<file path="src/rtl/sram_cycle_controller_if.sv">
// sram_cycle_controller_if: ISA-side strobes and SRAM pins of the SRAM cycle controller.
interface sram_cycle_controller_if;
  logic [19:0] address;
  logic [7:0]  data_bus_in;
  logic        memory_read_n;
  logic        memory_write_n;
  logic        io_read_n;
  logic        io_write_n;
  logic        address_enable_n;
  logic        ram_select_n;
  logic        ems_enabled;
  logic [1:0]  ems_address;
  logic [7:0]  data_out;
  logic        data_out_valid;
  logic        io_channel_ready;
  logic [20:0] sram_addr;
  logic [7:0]  sram_data_o;
  logic        sram_data_oe;
  logic [7:0]  sram_data_i;
  logic        sram_we_n;
  logic        sram_oe_n;
  modport master (
    output address, data_bus_in, memory_read_n, memory_write_n, io_read_n, io_write_n,
           address_enable_n, ram_select_n, ems_enabled, ems_address, sram_data_i,
    input  data_out, data_out_valid, io_channel_ready, sram_addr, sram_data_o,
           sram_data_oe, sram_we_n, sram_oe_n
  );
  modport slave (
    input  address, data_bus_in, memory_read_n, memory_write_n, io_read_n, io_write_n,
           address_enable_n, ram_select_n, ems_enabled, ems_address, sram_data_i,
    output data_out, data_out_valid, io_channel_ready, sram_addr, sram_data_o,
           sram_data_oe, sram_we_n, sram_oe_n
  );
endinterface

</file>
<file path="src/rtl/sram_cycle_controller.sv">
// sram_cycle_controller: times chipset RAM cycles onto async SRAM, stretching READY until done.
// Optional EMS page mapping into the upper SRAM half is built with `define EMS_PAGE_EN.
module sram_cycle_controller #(
  parameter int         WAIT_CYCLES = 2,
  parameter logic [9:0] EMS_IO_BASE = 10'h260
) (
  input logic clock,
  input logic reset,
  sram_cycle_controller_if.slave bus
);
  typedef enum logic [1:0] {IDLE, SETUP, ACCESS, DONE} state_t;
  state_t      state, state_nx;
  logic [3:0]  cnt, cnt_nx;
  logic        wr, wr_nx;
  logic [7:0]  read_data;
  logic        strobe, start, ems_map, ems_block, io_hit_rd;
  logic [20:0] mapped;
  logic [7:0]  io_rd_data;

`ifdef EMS_PAGE_EN
  logic [7:0]  ems [4];
  logic        io_write_q;
  logic        io_hit;
  logic [9:0]  io_off;
  logic [19:0] win_base;
  logic        in_win;
  logic [7:0]  page;
  logic        unused;
  assign unused = page[6];
  always_comb begin
    io_off     = bus.address[9:0] - EMS_IO_BASE;
    io_hit     = bus.address_enable_n && io_off < 10'd4;
    io_hit_rd  = io_hit && !bus.io_read_n;
    io_rd_data = ems[io_off[1:0]];
    win_base   = bus.ems_address == 2'b00 ? 20'hC0000 :
                 bus.ems_address == 2'b01 ? 20'hD0000 :
                 bus.ems_address == 2'b10 ? 20'hE0000 : 20'hC8000;
    in_win     = bus.ems_enabled && bus.address >= win_base && (bus.address - win_base) < 20'h10000;
    page       = ems[bus.address[15:14]];
    ems_map    = in_win && page[7];
    ems_block  = in_win && !page[7];
    mapped     = ems_map ? {1'b1, page[5:0], bus.address[13:0]} : {1'b0, bus.address};
  end
  // Registers load only on the falling edge of io_write_n, so a long I/O write stores once.
  always_ff @(posedge clock or posedge reset)
    if (reset) begin
      io_write_q <= 1'b1;
      ems        <= '{default: 8'h00};
    end else begin
      io_write_q <= bus.io_write_n;
      if (io_hit && !bus.io_write_n && io_write_q) ems[io_off[1:0]] <= bus.data_bus_in;
    end
`else
  logic unused;
  assign unused = ^{bus.io_read_n, bus.io_write_n, bus.address_enable_n, bus.ems_enabled,
                    bus.ems_address, EMS_IO_BASE};
  always_comb begin
    io_hit_rd  = 1'b0;
    io_rd_data = 8'h00;
    ems_map    = 1'b0;
    ems_block  = 1'b0;
    mapped     = {1'b0, bus.address};
  end
`endif

  // Reset gates start so READY is released at once even with strobes still low.
  always_comb begin
    strobe   = !bus.memory_read_n || !bus.memory_write_n;
    start    = !reset && strobe && !ems_block && (ems_map || !bus.ram_select_n);
    state_nx = state == IDLE   ? (start ? SETUP : IDLE) :
               state == SETUP  ? ACCESS :
               state == ACCESS ? (cnt == 4'd0 ? DONE : ACCESS) :
                                 (strobe ? DONE : IDLE);
    cnt_nx   = state == SETUP ? 4'(WAIT_CYCLES - 1) : state == ACCESS ? cnt - 4'd1 : cnt;
    wr_nx    = state == IDLE && start ? !bus.memory_write_n : wr;
    bus.io_channel_ready = !((state == IDLE && start) || state == SETUP || state == ACCESS);
    bus.data_out_valid   = io_hit_rd || (state == DONE && !wr && !bus.memory_read_n);
    bus.data_out         = io_hit_rd ? io_rd_data : read_data;
  end

  // SRAM strobes are registered from next-state so they never glitch on state decode.
  always_ff @(posedge clock or posedge reset)
    if (reset) begin
      state            <= IDLE;
      cnt              <= 4'd0;
      wr               <= 1'b0;
      read_data        <= 8'h00;
      bus.sram_addr    <= 21'h0;
      bus.sram_data_o  <= 8'h00;
      bus.sram_data_oe <= 1'b0;
      bus.sram_we_n    <= 1'b1;
      bus.sram_oe_n    <= 1'b1;
    end else begin
      state <= state_nx;
      cnt   <= cnt_nx;
      wr    <= wr_nx;
      if (state == IDLE && start) begin
        bus.sram_addr <= mapped;
        if (!bus.memory_write_n) bus.sram_data_o <= bus.data_bus_in;
      end
      if (state == ACCESS && cnt == 4'd0 && !wr) read_data <= bus.sram_data_i;
      bus.sram_we_n    <= !(state_nx == ACCESS && wr_nx);
      bus.sram_oe_n    <= !(!wr_nx && (state_nx == SETUP || state_nx == ACCESS));
      bus.sram_data_oe <= (wr_nx && (state_nx == SETUP || state_nx == ACCESS)) ||
                          (state == ACCESS && wr && state_nx == DONE);
    end
endmodule
</file>
<file path="src/flat_wrapper.sv">
// flat-port wrapper written by rule: the top's interface ports become plain ports
module sram_cycle_controller_flat 
#(
  parameter int         WAIT_CYCLES = 2,
  parameter logic [9:0] EMS_IO_BASE = 10'h260
)
  (clock, reset, bus_address, bus_data_bus_in, bus_memory_read_n, bus_memory_write_n, bus_io_read_n, bus_io_write_n, bus_address_enable_n, bus_ram_select_n, bus_ems_enabled, bus_ems_address, bus_sram_data_i, bus_data_out, bus_data_out_valid, bus_io_channel_ready, bus_sram_addr, bus_sram_data_o, bus_sram_data_oe, bus_sram_we_n, bus_sram_oe_n);
  sram_cycle_controller_if bus_i ();
  input logic clock;
  input logic reset;
  input wire logic [$bits(bus_i.address)-1:0] bus_address;
  input wire logic [$bits(bus_i.data_bus_in)-1:0] bus_data_bus_in;
  input wire logic [$bits(bus_i.memory_read_n)-1:0] bus_memory_read_n;
  input wire logic [$bits(bus_i.memory_write_n)-1:0] bus_memory_write_n;
  input wire logic [$bits(bus_i.io_read_n)-1:0] bus_io_read_n;
  input wire logic [$bits(bus_i.io_write_n)-1:0] bus_io_write_n;
  input wire logic [$bits(bus_i.address_enable_n)-1:0] bus_address_enable_n;
  input wire logic [$bits(bus_i.ram_select_n)-1:0] bus_ram_select_n;
  input wire logic [$bits(bus_i.ems_enabled)-1:0] bus_ems_enabled;
  input wire logic [$bits(bus_i.ems_address)-1:0] bus_ems_address;
  input wire logic [$bits(bus_i.sram_data_i)-1:0] bus_sram_data_i;
  output wire logic [$bits(bus_i.data_out)-1:0] bus_data_out;
  output wire logic [$bits(bus_i.data_out_valid)-1:0] bus_data_out_valid;
  output wire logic [$bits(bus_i.io_channel_ready)-1:0] bus_io_channel_ready;
  output wire logic [$bits(bus_i.sram_addr)-1:0] bus_sram_addr;
  output wire logic [$bits(bus_i.sram_data_o)-1:0] bus_sram_data_o;
  output wire logic [$bits(bus_i.sram_data_oe)-1:0] bus_sram_data_oe;
  output wire logic [$bits(bus_i.sram_we_n)-1:0] bus_sram_we_n;
  output wire logic [$bits(bus_i.sram_oe_n)-1:0] bus_sram_oe_n;
  assign bus_i.address = bus_address;
  assign bus_i.data_bus_in = bus_data_bus_in;
  assign bus_i.memory_read_n = bus_memory_read_n;
  assign bus_i.memory_write_n = bus_memory_write_n;
  assign bus_i.io_read_n = bus_io_read_n;
  assign bus_i.io_write_n = bus_io_write_n;
  assign bus_i.address_enable_n = bus_address_enable_n;
  assign bus_i.ram_select_n = bus_ram_select_n;
  assign bus_i.ems_enabled = bus_ems_enabled;
  assign bus_i.ems_address = bus_ems_address;
  assign bus_i.sram_data_i = bus_sram_data_i;
  assign bus_data_out = bus_i.data_out;
  assign bus_data_out_valid = bus_i.data_out_valid;
  assign bus_io_channel_ready = bus_i.io_channel_ready;
  assign bus_sram_addr = bus_i.sram_addr;
  assign bus_sram_data_o = bus_i.sram_data_o;
  assign bus_sram_data_oe = bus_i.sram_data_oe;
  assign bus_sram_we_n = bus_i.sram_we_n;
  assign bus_sram_oe_n = bus_i.sram_oe_n;
  sram_cycle_controller #(.WAIT_CYCLES(WAIT_CYCLES), .EMS_IO_BASE(EMS_IO_BASE)) u_core (.clock(clock), .reset(reset), .bus(bus_i));
endmodule
</file>
<file path="config.mk">
export PLATFORM = sky130hd
export DESIGN_NAME = sram_cycle_controller_flat
export DESIGN_NICKNAME = d
export VERILOG_FILES = /design/src/rtl/sram_cycle_controller_if.sv /design/src/rtl/sram_cycle_controller.sv /design/src/flat_wrapper.sv
export SDC_FILE = /design/constraint.sdc
export NUM_CORES = 1
export LEC_CHECK = 0
export ABC_AREA = 0
export ABC_CLOCK_PERIOD_IN_PS = 2850
export BUFFER_PORTS_ARGS = -buffer_cell sky130_fd_sc_hd__buf_4
export CORE_ASPECT_RATIO = 1.2
export CORE_UTILIZATION = 46
export DETAILED_ROUTE_END_ITERATION = 8
export PLACE_DENSITY = 0.75
export SYNTH_ARGS = -nofsm -noshare
export SYNTH_HDL_FRONTEND = slang
export SYNTH_SLANG_ARGS = --single-unit
</file>
<file path="constraint.sdc">
create_clock -name clock -period 2.85 [get_ports clock]
set_clock_uncertainty 0.1 [all_clocks]
set_input_delay 0.7125 -clock clock [delete_from_list [all_inputs] [get_ports clock]]
set_output_delay 0.7125 -clock clock [all_outputs]
set_load 0.02 [all_outputs]
</file>
==> impl_metrics.py <==
metrics = {
    "clock_network": {
        "cts_tree": "yes",
        "ctsHoldBuffers": 0,
        "cts.repair.resized": 0,
        "cts_buffers": 5,
        "clkLatencyLatePin_ps": 300,
        "cts_setup_buffers": 0,
        "cts_buffer_depth": 2,
        "clk_pin_slew_ps": 70,
        "cts_num_sinks": 46,
        "h-tree-depth": 2,
        "cts-root-buf": "clkbuf_8",
    },
    "sta": {
        "setup_tns_ps": 0,
        "setup_viol": 0,
        "fmax_ghz": 0.427,
        "rsz0062_at_grt": "false",
        "worst_slack_ps": 510,
        "period_share": 0.821,
        "finalHoldViolations": 0,
        "drv_slew": 0,
        "max_slew.worst_pin.slew_ps": 620,
        "hold_ws_ps": 241,
        "relSlewSlack": 0.585,
        "fin_crit_ps": 2340,
    },
    "setup_path": {
        "worstSetupPathType": "flip-flop to output pin",
        "worstPathMaxFanout": 5,
        "r2r-start": "u_core.cnt[0]$_DFFE_PP0P_",
        "r2r-end": "u_core.bus.sram_data_oe$_DFF_PP0_",
        "start_kind": "flip-flop",
        "cp.required_ps": 2040,
        "r2r_setup_slack_ps": 570,
        "endpoint_kind": "output pin",
        "worst_ep_arrival_time_ps": 1530,
        "rr_worst_depth": 7,
    },
    "synthesis": {
        "synth.ff_latch_count": 46,
        "synth_top_area_share": 0.575,
        "netlist_area_um2": 1910,
        "synth-edff-count": 0,
        "synth_most_common_cell": "dfrtp_1",
        "synthTopCellsByArea": "dfrtp_1, mux2_2, ha_1, dfstp_2, nor2b_1",
        "syn_nets": 186,
        "yosysTopAreaCell": "dfrtp_1",
        "yosys_warnings": 0,
        "async_flop_share": 1.00,
        "ys_seq_area_frac": 0.603,
        "syn_inst": 132,
        "synth-main-ff-cell": "dfrtp_1",
        "ys_top_cells_by_count": "dfrtp_1, mux2_2, ha_1, inv_1, nor2_1",
        "synthDistinctLibCells": 27,
        "syn_area_per_cell_um2": 14.5,
    },
    "grt": {
        "grt_max_degree": 39,
        "grt.overflow.total": 0,
        "antenna_found_initial": 0,
        "grt_pass1_vias": 1463,
        "grt_first_pass_wirelength_um": 6350,
        "track_usage": 0.199,
    },
    "finish": {
        "fin_util": 0.671,
        "fin_area_um2": 2670,
        "fillCellCount": 317,
        "area_growth_pct": 39.3,
        "nNetsFinal": 273,
        "diodes": 0,
        "drive_gt1_frac": 0.603,
    },
    "power_and_ir_drop": {
        "p_leak_nw": 1.33,
        "peakVddDrop_v": 0.000620,
        "pwr_density_cell_nw_per_um2": 1120,
    },
    "routing": {
        "wl_per_cell_um": 14.4,
        "routed_wl_um": 3940,
        "drc": 0,
        "drt_iter0_markers": 25,
        "vias": 1348,
        "avgViaCountPerCell": 4.94,
        "dr.pass1.iters": 4,
        "ant_nets": 0,
    },
    "place": {
        "place_congestion": 0.764,
        "pre_cts_ws_ps": 627,
        "io_buffers": 81,
        "dpl.hpwl_um": 3060,
        "dpl_cell_area_um2": 2590,
    },
    "floorplanning": {
        "die_y_um": 72.7,
        "die_w_um": 60.9,
        "io-pin-count": 89,
        "core_um2": 3970,
        "initial_core_util": 0.482,
        "dieArea_um2": 4420,
        "num_rows": 25,
    },
    "job": {
        "maxCapViolations": 0,
    },
    "run_status": {
        "status": "finished, final reports clean",
    },
    "worst_hold_path": {
        "holdCritPathClass": "input port to asynchronous set/reset pin",
    },
}
-- per-layer routing --
| layer | GRT usage | up-vias | share of wire |
|---|---|---|---|
| met5 | 0 | - | 0 |
| met4 | 0.109 | 0 | 0.027 |
| li1 | - | 628 | - |
| met1 | 0.214 | 665 | 0.37 |
| met3 | 0.0674 | 10 | 0.061 |
| met2 | 0.337 | 45 | 0.54 |
-- state kept, by name (all words and copies together), names as in the netlist, 2 cells and up --
name / cells
u_core.cnt: 4
u_core.state: 2
u_core.bus.sram_addr: 20
u_core.bus.data_out: 8
u_core.bus.sram_data_o: 8
-- logic make-up (layout without fill, tap and decap cells) --
family / after synthesis / count (layout) / synth area share
multiplexers: 37 / 37 / 0.217
buffers and inverters: 10 / 97 / 0.0229
adder cells (fa/ha/maj): 7 / 7 / 0.0457
flip-flops: 46 / 46 / 0.603
AO/OA/AOI/OAI: 10 / 10 / 0.0386
AND/OR/NAND/NOR: 21 / 21 / 0.0712
other: 1 / 1 / 0.00196
-- how the worst max path moves through the flow --
stage,from,endpoint
global route,u_core.state[0]$_DFF_PP0_,bus_io_channel_ready
global placement,bus_memory_write_n,bus_io_channel_ready
floorplan,bus_memory_write_n,bus_io_channel_ready
detailed placement,bus_memory_write_n,u_core.bus.sram_data_oe$_DFF_PP0_
CTS,u_core.state[0]$_DFF_PP0_,bus_io_channel_ready
finish,u_core.state[0]$_DFF_PP0_,bus_io_channel_ready
-- final cells by class --
| cell class | count | area, um2 | area share |
|---|---|---|---|
| clock buffers | 6 | 72.6 | 0.0272 |
| well taps | 54 | 67.6 | 0.0253 |
| flip-flops and latches | 46 | 1150 | 0.432 |
| repair buffers | 83 | 623 | 0.234 |
| clock inverters | 1 | 7.51 | 0.00281 |
| inverters | 7 | 26.3 | 0.00985 |
| multi-input cells | 76 | 717 | 0.269 |
-- stage by stage --
stage / std cells / power, mW
global placement: 266 / 2.57
floorplan: 132 / 2.01
finish: 273 / 2.99
CTS: 273 / 3.02
detailed placement: 266 / 2.64
global route: 273 / 3.17
-- critical path, cell delays in order (launching register included) --
cell and delay (ps):
dfrtp_1 410, inv_1 80, ha_1 260, nand3_1 110, nor3b_1 200, buf_4 180
-- cells in the final DEF, fill, tap and decap left out --
cell        count
mux2_2         36
clkinvlp_4      1
nor2_1          5
ha_1            7
o21ai_0         2
mux2i_1         1
inv_2           2
o22ai_1         1
dfstp_2         2
clkbuf_8        5
nand2_1         4
buf_4          83
clkbuf_1        1
o41ai_1         1
nand3b_1        1
a21oi_2         1
o41a_1          1
nor2b_1         4
nor3b_1         3
dfrtp_1        44
nand3_1         1
inv_1           5
nor3_1          1
nor4b_4         1
a32o_1          1
a22o_1          1
conb_1          1
a21oi_1         2
or4b_4          1
-- where the power goes --
group	switching (mW)	internal [mW]	total, mW
Sequential	0.179	0.967	1.15
Clock	0.206	0.168	0.375
Combinational	0.747	0.722	1.47
(Power assumes the default switching activity.)
